$ cat src/rtl/spike_window_counter.sv
// spike_window_counter
// Turns the neuron core's 1-bit output spike into a spike rate: rising edges
// are counted over windows of WINDOW_LEN enabled cycles, and each window's
// count plus a burst flag is queued in a small FIFO. The FIFO is drained by
// the readout logic over a valid/ready handshake.
module spike_window_counter #(
    parameter int WINDOW_LEN = 16,
    parameter int CNT_W      = 5,
    parameter int BURST_TH   = 4,
    parameter int FIFO_DEPTH = 4,
    localparam int LVL_W     = $clog2(FIFO_DEPTH) + 1
) (
    input  logic             clk,
    input  logic             rst,
    input  logic             spike_in,
    input  logic             enable,
    input  logic             clear,
    input  logic             out_ready,
    output logic             out_valid,
    output logic [CNT_W-1:0] out_count,
    output logic             out_burst,
    output logic [7:0]       drop_cnt,
    output logic [LVL_W-1:0] fifo_level
);

    localparam int PH_W  = $clog2(WINDOW_LEN);
    localparam int PTR_W = (FIFO_DEPTH > 1) ? $clog2(FIFO_DEPTH) : 1;
    localparam logic [PH_W-1:0]  PHASE_LAST = PH_W'(WINDOW_LEN - 1);
    localparam logic [CNT_W-1:0] CNT_MAX    = '1;
    localparam logic [PTR_W-1:0] PTR_LAST   = PTR_W'(FIFO_DEPTH - 1);
    localparam logic [LVL_W-1:0] LVL_FULL   = LVL_W'(FIFO_DEPTH);

    // Window / edge-detect state
    logic             spike_q, spike_d;
    logic [PH_W-1:0]  phase_q, phase_d;
    logic [CNT_W-1:0] acc_q, acc_d;

    // FIFO bookkeeping
    logic [PTR_W-1:0] wr_ptr_q, wr_ptr_d;
    logic [PTR_W-1:0] rd_ptr_q, rd_ptr_d;
    logic [LVL_W-1:0] level_q, level_d;
    logic [7:0]       drop_q, drop_d;

    // Combinational helpers
    logic             rise;
    logic [CNT_W:0]   sum_ext;
    logic [CNT_W-1:0] sum_sat;
    logic             close;
    logic             result_burst;
    logic             fifo_full;
    logic             pop;
    logic             push;
    logic             drop;

    // Per-entry views of the FIFO storage, used to select the head
    logic [CNT_W-1:0] entry_cnt   [FIFO_DEPTH];
    logic             entry_burst [FIFO_DEPTH];

    // Edge detect, saturating accumulate and window phase advance
    always_comb begin
        spike_d      = spike_in;
        rise         = spike_in & ~spike_q;
        sum_ext      = {1'b0, acc_q} + {{CNT_W{1'b0}}, rise};
        sum_sat      = sum_ext[CNT_W] ? CNT_MAX : sum_ext[CNT_W-1:0];
        result_burst = (int'(sum_sat) >= BURST_TH);
        phase_d      = phase_q;
        acc_d        = acc_q;
        close        = 1'b0;
        if (clear) begin
            // Restart wins over everything; the partial window is discarded.
            phase_d = '0;
            acc_d   = '0;
        end else if (enable) begin
            if (phase_q == PHASE_LAST) begin
                close   = 1'b1;
                phase_d = '0;
                acc_d   = '0;
            end else begin
                phase_d = phase_q + PH_W'(1);
                acc_d   = sum_sat;
            end
        end
    end

    // FIFO push/pop/drop decisions and pointer/level updates
    always_comb begin
        fifo_full = (level_q == LVL_FULL);
        pop       = (level_q != '0) & out_ready;
        // A pop on the close cycle frees the slot the new result needs.
        push      = close & (~fifo_full | pop);
        drop      = close & fifo_full & ~pop;
        wr_ptr_d  = wr_ptr_q;
        rd_ptr_d  = rd_ptr_q;
        level_d   = level_q;
        drop_d    = drop_q;
        if (push) begin
            wr_ptr_d = (wr_ptr_q == PTR_LAST) ? '0 : wr_ptr_q + PTR_W'(1);
        end
        if (pop) begin
            rd_ptr_d = (rd_ptr_q == PTR_LAST) ? '0 : rd_ptr_q + PTR_W'(1);
        end
        case ({push, pop})
            2'b10:   level_d = level_q + LVL_W'(1);
            2'b01:   level_d = level_q - LVL_W'(1);
            default: level_d = level_q;
        endcase
        if (drop && drop_q != 8'hFF) begin
            drop_d = drop_q + 8'd1;
        end
    end

    // Window and FIFO control registers
    always_ff @(posedge clk or posedge rst) begin
        if (rst) begin
            spike_q  <= 1'b0;
            phase_q  <= '0;
            acc_q    <= '0;
            wr_ptr_q <= '0;
            rd_ptr_q <= '0;
            level_q  <= '0;
            drop_q   <= '0;
        end else begin
            spike_q  <= spike_d;
            phase_q  <= phase_d;
            acc_q    <= acc_d;
            wr_ptr_q <= wr_ptr_d;
            rd_ptr_q <= rd_ptr_d;
            level_q  <= level_d;
            drop_q   <= drop_d;
        end
    end

    // FIFO storage: one register pair per entry, written when the write
    // pointer selects it.
    for (genvar gi = 0; gi < FIFO_DEPTH; gi++) begin : g_entry
        logic [CNT_W-1:0] cnt_q, cnt_d;
        logic             burst_q, burst_d;

        // Capture the closing window's result into this slot
        always_comb begin
            cnt_d   = cnt_q;
            burst_d = burst_q;
            if (push && wr_ptr_q == PTR_W'(gi)) begin
                cnt_d   = sum_sat;
                burst_d = result_burst;
            end
        end

        // Entry registers
        always_ff @(posedge clk or posedge rst) begin
            if (rst) begin
                cnt_q   <= '0;
                burst_q <= 1'b0;
            end else begin
                cnt_q   <= cnt_d;
                burst_q <= burst_d;
            end
        end

        assign entry_cnt[gi]   = cnt_q;
        assign entry_burst[gi] = burst_q;
    end

    // Outputs come only from registers; an empty FIFO reads as zero.
    always_comb begin
        out_valid  = (level_q != '0);
        out_count  = out_valid ? entry_cnt[rd_ptr_q] : '0;
        out_burst  = out_valid ? entry_burst[rd_ptr_q] : 1'b0;
        drop_cnt   = drop_q;
        fifo_level = level_q;
    end

endmodule
$ cat config.mk
export PLATFORM = sky130hd
export DESIGN_NAME = spike_window_counter
export DESIGN_NICKNAME = d
export VERILOG_FILES = /design/src/rtl/spike_window_counter.sv
export SDC_FILE = /design/constraint.sdc
export NUM_CORES = 1
export LEC_CHECK = 0
export CAP_MARGIN = 20
export CORE_MARGIN = 4
export CORE_UTILIZATION = 50
export CTS_CLUSTER_DIAMETER = 60
export CTS_CLUSTER_SIZE = 8
export DETAILED_ROUTE_END_ITERATION = 7
export PLACE_DENSITY = 0.73
export RECOVER_POWER = 50
export SETUP_SLACK_MARGIN = 0.15
export SYNTH_ARGS = -nofsm -noshare
export SYNTH_HDL_FRONTEND = slang
export SYNTH_SLANG_ARGS = --single-unit
$ cat constraint.sdc
create_clock -name clk -period 2.7 [get_ports clk]
set_clock_uncertainty 0.1 [all_clocks]
set_input_delay 0.54 -clock clk [delete_from_list [all_inputs] [get_ports clk]]
set_output_delay 0.54 -clock clk [all_outputs]
set_load 0.1 [all_outputs]
==> summary.md, run 1 <==
| Metric | Value |
|---|---|
| Status | finished clean |
| Hold-critical path depth | 2 |
| Mapped Cells | between 200 and 250 |
| First-pass iteration count of the detailed router | 4 |
| Antenna violations before repair | 0 |
| Reg-to-reg slack, setup | between 0.3 and 0.4 ns |
| Clk_lat worst skew | 0.30 ns |
| Cell taking the most area after synthesis | dfrtp_1 |
| Kind of critical path | primary input to register |
| Async SR Flop Fraction | between 90% and 100% |
| Die H | 78.5 µm |
| Non-Filler Instances | between 300 and 400 |
| Placed Area | a little under 3000 µm² |
| Most frequently used flop master after synthesis | dfrtp_1 |
| Sw power | about 670 µW |
| Synth top area share | between 40% and 50% |
| Worst r2r src | phase_q[0]$_DFFE_PP0P_ |
| Largest net degree at the start of global routing | 29 |
| Clock Sinks | 49 |
| Root Buffer | clkbuf_8 |
| Worst path required time | about 2.8 ns |
| Critical-path cell list | dlygate4sd3_1 > nor2b_1 > nand2_1 > nand3_1 > fa_1 > nor4_1 > o21ai_0 > o311ai_0 |
| Wire per inst | roughly 15 µm |
| Synth unique cells | 45 |
| FMAX | about 410 MHz |
| R2r endpoint | fifo_level[2]$_DFFE_PP0P_ |
| Switching share of power | 36.2% |
| First-pass GRT wire length | around 8600 µm |
| HPWL Detailed | ~3800 µm |
| Dpl cells | 317 |
| Pleak | 0.00138 µW |
| Cell Int Power | roughly 1200 µW |
| Min Tclk post-route | roughly 2.4 ns |
| Final setup vio count | 0 |
| Starting density of the core | between 50 and 60% |
| Hold wc startpoint | g_entry[2].cnt_q[0]$_DFFE_PP0P_ |
| Total track usage | 18.2% |
| Ant. Diodes | 0 |
| Synth cell count leaders | dfrtp_1 (49), nand2_1 (20), mux2_2 (17) |
| Critical path fanouts, max | 4 |
| Horiz. Die Dim | about 78 µm |
| IO Count | 24 |
| Syn avg cell area | 11.2 µm² |
| Vias in the first global route | 1744 |
| Rel. slew slack | between 20% and 30% |
| Area growth syn-to-layout | 20.1% |
| DRT antenna net count | 0 |
| Die area | between 6000 and 7000 µm² |
| Most common cell in the netlist | dfrtp_1 |
| CTS clk-pin slew, worst paths | 0.09 ns |
| Count of flip-flops with a built-in enable after synthesis | 0 |
| Rows | 25 |
| Share of layout cells above drive strength 1 | between 20% and 30% |
| Mapped Area | 2480 µm² |
| Top post-synthesis cells by area | dfrtp_1 (49%), mux2_2 (7.7%), mux4_2 (5.4%), ha_1 (4.5%), o21ai_0 (3.2%) |
| Post-CTS setup buffers | 0 |
| Clock power share | between 20% and 30% |
| RSZ-0062 raised after global routing | no |
| Layout net count | about 270 |
| Peak supply drop | ~0.00058 V |
| Final Hold Fails | 0 |
| Hold endpoint | g_entry[2].cnt_q[0]$_DFFE_PP0P_ |
| PortBufs | 23 |
| Fin util | 62.8% |
| CTS buffer count | 5 |
| Power per Cell Area | approximately 620 nW/µm² |
| Post-synthesis sequential area ratio | between 40% and 50% |
| Critical path capture point type | register |
| Combinational share of power | 27.9% |
| Final Cell Area | about 3000 µm² |
| Gpl congestion | 0.885 |
| Highest-delay cell along the critical path | dlygate4sd3_1 |
| Worst-case reg-to-reg path depth | 8 |
| Final slew viol count | 0 |
| Core ar. | 4750 µm² |
| Flop pwr share | approximately 47% |
| Via/cell ratio | about 5.6 |
| DR vias | around 1.8k |
| Gr ovfl total | 0 |
| H-tree levels | 2 |
| CP max stage delay | roughly 0.54 ns |
| Final period util | around nine tenths |
| Max-cap violation count | 0 |
| Crit start category | primary input |
| Hold Slack | between 0.3 and 0.4 ns |
| DRC | 0 |
| Post-route setup TNS | 0 ns |
| Worst hold path class | register to register |
| 1st-iter DRT viols | 83 |
| Ys Warns | 0 |
| Worst-Margin Slew | 1.17 ns |
| Post-Syn Nets | between 200 and 250 |
| Longest Clk Path Bufs | 2 |
| TritonCTS clock tree | built |
| Synth Register Bits | slightly below 50 |
| Worst EP arrival | around 2.5 ns |
| DRT Wirelength | between 5000 and 6000 µm |
kinds of logic after synthesis:
group                    share of synthesized area [%]
buffers and inverters                             2.62
AO/OA/AOI/OAI                                     9.62
flip-flops                                        49.3
adder cells (fa/ha/maj)                           5.34
multiplexers                                      14.5
AND/OR/NAND/NOR                                   16.2
XOR/XNOR                                          2.47
timing repair:
action                                  CTS  global route
endpoints found under the setup margin    6             0
hold buffers                              0             0
gates resized for setup                   1             0
layout by cell type, fill, tap and decap left out, drive strengths merged, types with 7 or more instances in the layout:
cell type / netlist / routed
buf: 3 / 24
o21ai: 16 / 16
nor2: 14 / 14
nand4: 9 / 9
inv: 8 / 8
and2: 7 / 7
nand2: 20 / 20
mux2: 19 / 19
ha: 9 / 9
dfrtp: 49 / 49
clkbuf: 4 / 14
routing by layer:
layer | routed length, µm | track usage [%]
met3 | 139 | 3.90
met4 | 58 | 5.77
met2 | 2570 | 30.2
met5 | 0 | 0
met1 | 2240 | 23.9
through the flow:
step / total power [µW] / setup WS, ns
global route: 1950 / 0.185
detailed placement: 1410 / 0.0741
global placement: 1400 / 0.145
floorplan: 1290 / 0.203
finish: 1850 / 0.282
CTS: 1870 / 0.254
registers in the layout, summed over array words and instances (netlist names):
| register | count |
|---|---|
| acc_q | 5 |
| wr_ptr_q | 2 |
| spike_q | 1 |
| rd_ptr_q | 2 |
| phase_q | 4 |
| fifo_level | 3 |
| g_entry.burst_q | 4 |
| g_entry.cnt_q | 20 |
| drop_cnt | 8 |
power by group through the flow:
stage,Combinational (µW),Clock [µW],Sequential [µW]
global route,554,511,882
finish,517,468,868
global placement,519,0,879
floorplan,369,0,921
CTS,528,475,871
detailed placement,527,0,883
layout make-up:
| type | instances | area [µm²] |
|---|---|---|
| Timing Repair Buffer | 36 | 333 |
| Fill cell | 401 | 1770 |
| Clock buffer | 7 | 96.3 |
| Sequential cell | 49 | 1240 |
| Multi-Input combinational cell | 157 | 1200 |
| Inverter | 8 | 30.0 |
| Tap cell | 67 | 83.8 |
| Clock inverter | 1 | 5.00 |
worst max-delay path: cells and delay by family:
kind	cells	cell delay [ns]
AOI/OAI and AO/OA	2	0.24
buffers and inverters	1	0.54
adders and majority gates	1	0.44
and+or+nand+nor	4	0.72
worst max-delay path by stage:
stage,from,end,slack (ns),cells past startpoint
after detailed placement,enable,fifo_level[1]$_DFFE_PP0P_,0.07,7
after global routing,enable,fifo_level[2]$_DFFE_PP0P_,0.19,8
after global placement,enable,fifo_level[1]$_DFFE_PP0P_,0.15,7
after floorplan,fifo_level[2]$_DFFE_PP0P_,fifo_level[1]$_DFFE_PP0P_,0.20,6
final,enable,fifo_level[2]$_DFFE_PP0P_,0.28,8
after CTS,rd_ptr_q[0]$_DFFE_PP0P_,out_count[0],0.25,3
No activity file was read; power rests on OpenSTA's default activity.
==> run 2, diff against run 1 <==
--- a/config.mk
+++ b/config.mk
@@ -14,6 +14,7 @@
 export PLACE_DENSITY = 0.73
 export RECOVER_POWER = 50
 export SETUP_SLACK_MARGIN = 0.15
+export SKIP_CTS_REPAIR_TIMING = 1
 export SYNTH_ARGS = -nofsm -noshare
 export SYNTH_HDL_FRONTEND = slang
 export SYNTH_SLANG_ARGS = --single-unit
==> results of run 2 <==
The final DEF is identical to that of run 1; final timing and power are the same.
==> patch 1, RTL diff (flow settings as in run 1) <==
Register the output `out_count`, with the module's reset; this adds one clock of latency there. The other outputs are not delayed to match.
--- a/src/rtl/spike_window_counter.sv
+++ b/src/rtl/spike_window_counter.sv
@@ -29,6 +29,8 @@
     localparam logic [CNT_W-1:0] CNT_MAX    = '1;
     localparam logic [PTR_W-1:0] PTR_LAST   = PTR_W'(FIFO_DEPTH - 1);
     localparam logic [LVL_W-1:0] LVL_FULL   = LVL_W'(FIFO_DEPTH);
+
+    logic [CNT_W-1:0] out_count_d;
 
     // Window / edge-detect state
     logic             spike_q, spike_d;
@@ -164,10 +166,18 @@
     // Outputs come only from registers; an empty FIFO reads as zero.
     always_comb begin
         out_valid  = (level_q != '0);
-        out_count  = out_valid ? entry_cnt[rd_ptr_q] : '0;
+        out_count_d = out_valid ? entry_cnt[rd_ptr_q] : '0;
         out_burst  = out_valid ? entry_burst[rd_ptr_q] : 1'b0;
         drop_cnt   = drop_q;
         fifo_level = level_q;
     end
 
+    always_ff @(posedge clk or posedge rst) begin
+        if (rst) begin
+            out_count <= '0;
+        end else begin
+            out_count <= out_count_d;
+        end
+    end
+
 endmodule
Function: same outputs for any inputs over 10 cycles, from zero or initial values and one cycle with rst high; that may be too few to reach the edited logic, so the function may still have changed.
==> patch 1 against run 1 <==
  * Via count up 2.7%
  * Sequential share of layout area is 2.7 points higher
  * Setup slack gained 0.016 ns
  * Critical path depth did not move
  * Synthesized area increased by 5.0%
  * Global-route usage grew 0.13 points
  * Wire length rose by 1.1%
  * Count of clock-buffer cells in the layout shrank 2
  * Total power grew 1.0%
  * Design area increased by 2.9%
  * Sequential cell count increased by 5
  * Clock power rose by 20%
  * Non-clock buffer count increased by 1
  * Critical endpoint unchanged
  * Largest power group unchanged
==> patch 1: results (changes against run 1) <==
Run status
  • Status: completed (unchanged)

Synthesis
  • Yosys cell types: 44 (was 45)
  • Synth Area in Adders: 0.0508 (was 0.0534)
  • Part of the Yosys area used for sequential elements: 0.518 (was 0.493)
  • Mux cell area share after synthesis: 0.133 (was 0.145)
  • Synth Area in Compound Gates: 0.0997 (was 0.0962)
  • XOR/XNOR share of the synthesized area: 0.0235 (was 0.0247)
  • Post-synth top cells: dfrtp_1 (54), nand2_1 (21), mux2_2 (18) (was dfrtp_1 (49), nand2_1 (20), mux2_2 (17))
  • Area contributors post-synth: dfrtp_1 (52%), mux2_2 (7.8%), mux4_2 (5.2%) (was dfrtp_1 (49%), mux2_2 (7.7%), mux4_2 (5.4%))
  • Syn Area/Cell: 11.5 µm² (was 11.2 µm²)

Setup path
  • R2R Setup Slk: 0.39 ns (was 0.37 ns)
  • CP max FO: 3 (was 4)
  • FF-to-FF Start: phase_q[1]$_DFFE_PP0P_ (was phase_q[0]$_DFFE_PP0P_)
  • Largest stage delay, worst path: 0.55 ns

Pwr
  • Leakage: 1.46 nW (was 1.38 nW)
  • VDD IR max: 0.309 mV (was 0.582 mV)

GRT
  • Total track usage: 0.183 (was 0.182)
  • First-pass GRT wire length: 8840 µm (was 8620 µm)
  • Vias in the first global route: 1,805 (was 1,744)
  • Largest net degree at the start of global routing: 55 (was 29)

Place
  • HPWL after DPL: 3600 µm (was 3760 µm)
  • Place WS: 0.0794 ns (was 0.0741 ns)
  • Placed Cells: 325 (was 317)
  • GPL Wtd Cong: 0.850 (was 0.885)

Clocking
  • Worst-path clk slew: 0.10 ns

Min path
  • Hold Path End: g_entry[1].cnt_q[1]$_DFFE_PP0P_ (was g_entry[2].cnt_q[0]$_DFFE_PP0P_)
  • Hold path start: g_entry[1].cnt_q[1]$_DFFE_PP0P_ (was g_entry[2].cnt_q[0]$_DFFE_PP0P_)

Layout
  • Share of layout cells above drive strength 1: 0.261 (was 0.264)
  • Final nets: 279 (was 273)

STA
  • Max-slew headroom: 0.124 (was 0.221)

Routing
  • Detailed Route Iter0 Violations: 111 (was 83)
  • Vias per cell: 5.57 (was 5.58)
  • Vias post-DR: 1,861 (was 1,812)
  • Wire per inst: 15.1 µm (was 15.4 µm)
patch 1: where the power goes:
part | internal (mW) | switching (mW)
Combinational | 0.148 | 0.275
Clock | 0.281 | 0.278
Sequential | 0.839 | 0.0511
patch 1: worst register-to-register path, stage by stage, from the launching register on:
cell and delay, ns:
dfrtp_1 0.41, ha_1 0.21, and3_4 0.22, nand2_1 0.09
nand3_1 0.10, fa_1 0.40, or3_1 0.38, o221ai_1 0.18
o211ai_1 0.12
patch 1: worst max-delay path by stage:
stage	start	to	slack [ns]	cells past startpoint
after floorplan	fifo_level[0]$_DFFE_PP0P_	fifo_level[2]$_DFFE_PP0P_	0.17	7
after global placement	out_ready	g_entry[1].cnt_q[2]$_DFFE_PP0P_	0.12	5
after detailed placement	enable	fifo_level[1]$_DFFE_PP0P_	0.08	7
after CTS	phase_q[0]$_DFFE_PP0P_	fifo_level[2]$_DFFE_PP0P_	0.24	8
after global routing	enable	fifo_level[2]$_DFFE_PP0P_	0.12	8
final	enable	fifo_level[2]$_DFFE_PP0P_	0.30	8
patch 1: what timing repair did:
action | 4_1_cts | 5_1_grt
endpoints found under the setup margin | 0 | 2
gates resized for setup | 0 | 2
setup buffers | 0 | 1
patch 1: cell families after synthesis:
logic type | after synthesis
xor gates and xnor gates | 7
muxes | 25
AOI/OAI and AO/OA | 40
adders and majority gates | 10
and+or+nand+nor | 76
buffers and inverters | 14
DFF | 54
patch 1: final cells by class:
| cell class | count | area, µm² |
|---|---|---|
| Sequential cell | 54 | 1360 |
| Multi-Input combinational cell | 158 | 1200 |
| Timing Repair Buffer | 37 | 289 |
| Inverter | 7 | 26.3 |
| Clock buffer | 5 | 68.8 |
| Fill cell | 442 | 2000 |
| Tap cell | 70 | 87.6 |
| Clock inverter | 3 | 47.5 |
patch 1: metrics by stage:
step                      hold slack (ns)  instance area [µm²]  power, mW
after floorplan                     0.345                 2630       1.24
after global placement              0.357                 2970       1.33
after detailed placement            0.368                 2970       1.34
after CTS                           0.400                 3090       1.91
after global routing                0.418                 3070       1.97
final                               0.396                 3070       1.87
patch 1: metal layers:
metal | vias to the layer above | part of all wire | global-route usage
li1 | 894 | - | -
met1 | 924 | 0.46 | 0.251
met2 | 35 | 0.46 | 0.278
met5 | - | 0 | 0
met4 | 0 | 0.022 | 0.0777
met3 | 8 | 0.053 | 0.0437
==> patch 2, RTL diff (settings of run 1) <==
Without the edit above. `FIFO_DEPTH`: 4 -> 2.
--- a/src/rtl/spike_window_counter.sv
+++ b/src/rtl/spike_window_counter.sv
@@ -7,7 +7,7 @@
     parameter int WINDOW_LEN = 16,
     parameter int CNT_W      = 5,
     parameter int BURST_TH   = 4,
-    parameter int FIFO_DEPTH = 4,
+    parameter int FIFO_DEPTH = 2,
     localparam int LVL_W     = $clog2(FIFO_DEPTH) + 1
 ) (
     input  logic             clk,
Interface: changed (resized fifo_level); port bits go from 24 to 23. No check against the original RTL was run, so the function may have changed too.
==> patch 2 against run 1 <==
  * Synthesized area decreased by 31%
  * Setup slack improved by 0.17 ns
  * Wire length decreased by 34%
  * Combinational power decreased by 22%
  * Total power decreased by 31%
  * Utilization decreased by 0.55 points
  * Design area decreased by 30%
  * Sequential cell count decreased by 15
  * Highest routed layer unchanged
==> patch 2: results (changes against run 1) <==
STA
  • Max-slew headroom: 0.230 (was 0.221)

Layout
  • Post-Layout Cell Count: 230 (was 325)
  • Max reg flops: 10 (was 20)

Synthesis
  • Cells after synthesis: 151 (was 221)
  • Part of the Yosys area used for sequential elements: 0.496 (was 0.493)
  • Area contributors post-synth: dfrtp_1 (50%), mux2_2 (5.2%), xnor2_1 (5.1%) (was dfrtp_1 (49%), mux2_2 (7.7%), mux4_2 (5.4%))
  • Syn_nets: 162 (was 237)

GRT
  • Vias in the first global route: 1,288 (was 1,744)
  • Total track usage: 0.183 (was 0.182)
  • Global Route met1 Usage: 0.216 (was 0.239)
  • M2 GR Usage: 0.307 (was 0.302)
  • Largest net degree at the start of global routing: 35 (was 29)

Min path
  • Hold path start: drop_cnt[6]$_DFFE_PP0P_ (was g_entry[2].cnt_q[0]$_DFFE_PP0P_)
  • Hold Path End: drop_cnt[6]$_DFFE_PP0P_ (was g_entry[2].cnt_q[0]$_DFFE_PP0P_)
  • WHS Path Cells: 1 (was 2)

Routing
  • Wire length on met3: 124 µm (was 139 µm)
  • Wire per inst: 14.4 µm (was 15.4 µm)
  • Met1 wire length: 1400 µm (was 2240 µm)
  • Vias post-DR: 1,219 (was 1,812)
  • Detailed Route Iter0 Violations: 63 (was 83)

Setup path
  • Critical Path Sink: acc_q[4]$_DFFE_PP0P_ (was fifo_level[2]$_DFFE_PP0P_)
  • R2R Setup Slk: 0.62 ns (was 0.37 ns)
  • Arrival @ worst endpoint: 2.42 ns (was 2.50 ns)
  • FF-to-FF End: fifo_level[1]$_DFFE_PP0P_ (was fifo_level[2]$_DFFE_PP0P_)
  • Worst R2R Path Depth: 6 (was 8)

Run status
  • Status: completed (unchanged)

Place
  • GPL Wtd Cong: 0.785 (was 0.885)
  • Area after DPL: 2040 µm² (was 2920 µm²)
  • HPWL after DPL: 2530 µm (was 3760 µm)
  • PortBufs: 22 (was 23)

Clocking
  • Skew-Pair Late Insertion Delay: 0.34 ns (was 0.30 ns)
  • Root buffer cell: clkbuf_4 (was clkbuf_8)
==> patch 2: changes by cell type after synthesis, sizes merged, moves of 5 or more <==
cell	run 1	this run
inv	8	3
mux2i	1	8
mux2	19	9
nand4	9	3
nor2	14	21
nand2	20	5
o21ai	16	1
a21oi	5	11
dfrtp	49	34
and2	7	1
mux4	6	0
==> patch 2: final cells by class <==
class	instances	area, µm²
fillers	292	1260
multi-input cells	111	896
flip-flops and latches	34	852
repair buffers	28	209
well taps	46	57.6
clock buffers	6	41.3
inverters	3	11.3
clock inverters	2	10.0
==> patch 2: where the power goes <==
part / switching, mW / leakage, nW / total, mW / internal [mW]
registers: 0.0693 / 0.463 / 0.608 / 0.539
logic: 0.287 / 0.484 / 0.401 / 0.114
clock network: 0.165 / 0.0320 / 0.265 / 0.0991
total: 0.521 / 0.979 / 1.27 / 0.752
==> patch 2: cells by family after synthesis <==
kind of cell,Yosys count,synth area share
fa+ha+maj,5,0.0364
flops,34,0.496
mux,17,0.108
compound gates,22,0.0794
buf+inv,6,0.0131
simple gates,54,0.201
xor+xnor,13,0.0663
==> patch 2: through the flow <==
| step | hold slack (ns) | setup WS (ns) |
|---|---|---|
| after floorplan | 0.380 | 0.184 |
| after global placement | 0.386 | 0.281 |
| final | 0.405 | 0.450 |
| after detailed placement | 0.390 | 0.194 |
| after CTS | 0.412 | 0.426 |
| after global routing | 0.430 | 0.331 |
==> patch 2: worst max-delay path, stage by stage <==
cell and delay, ns:
dlygate4sd3_1 0.54, nor2b_1 0.13, ha_1 0.24, ha_1 0.24
and3_1 0.19, a21oi_1 0.30, a22oi_1 0.12, nor2_1 0.11
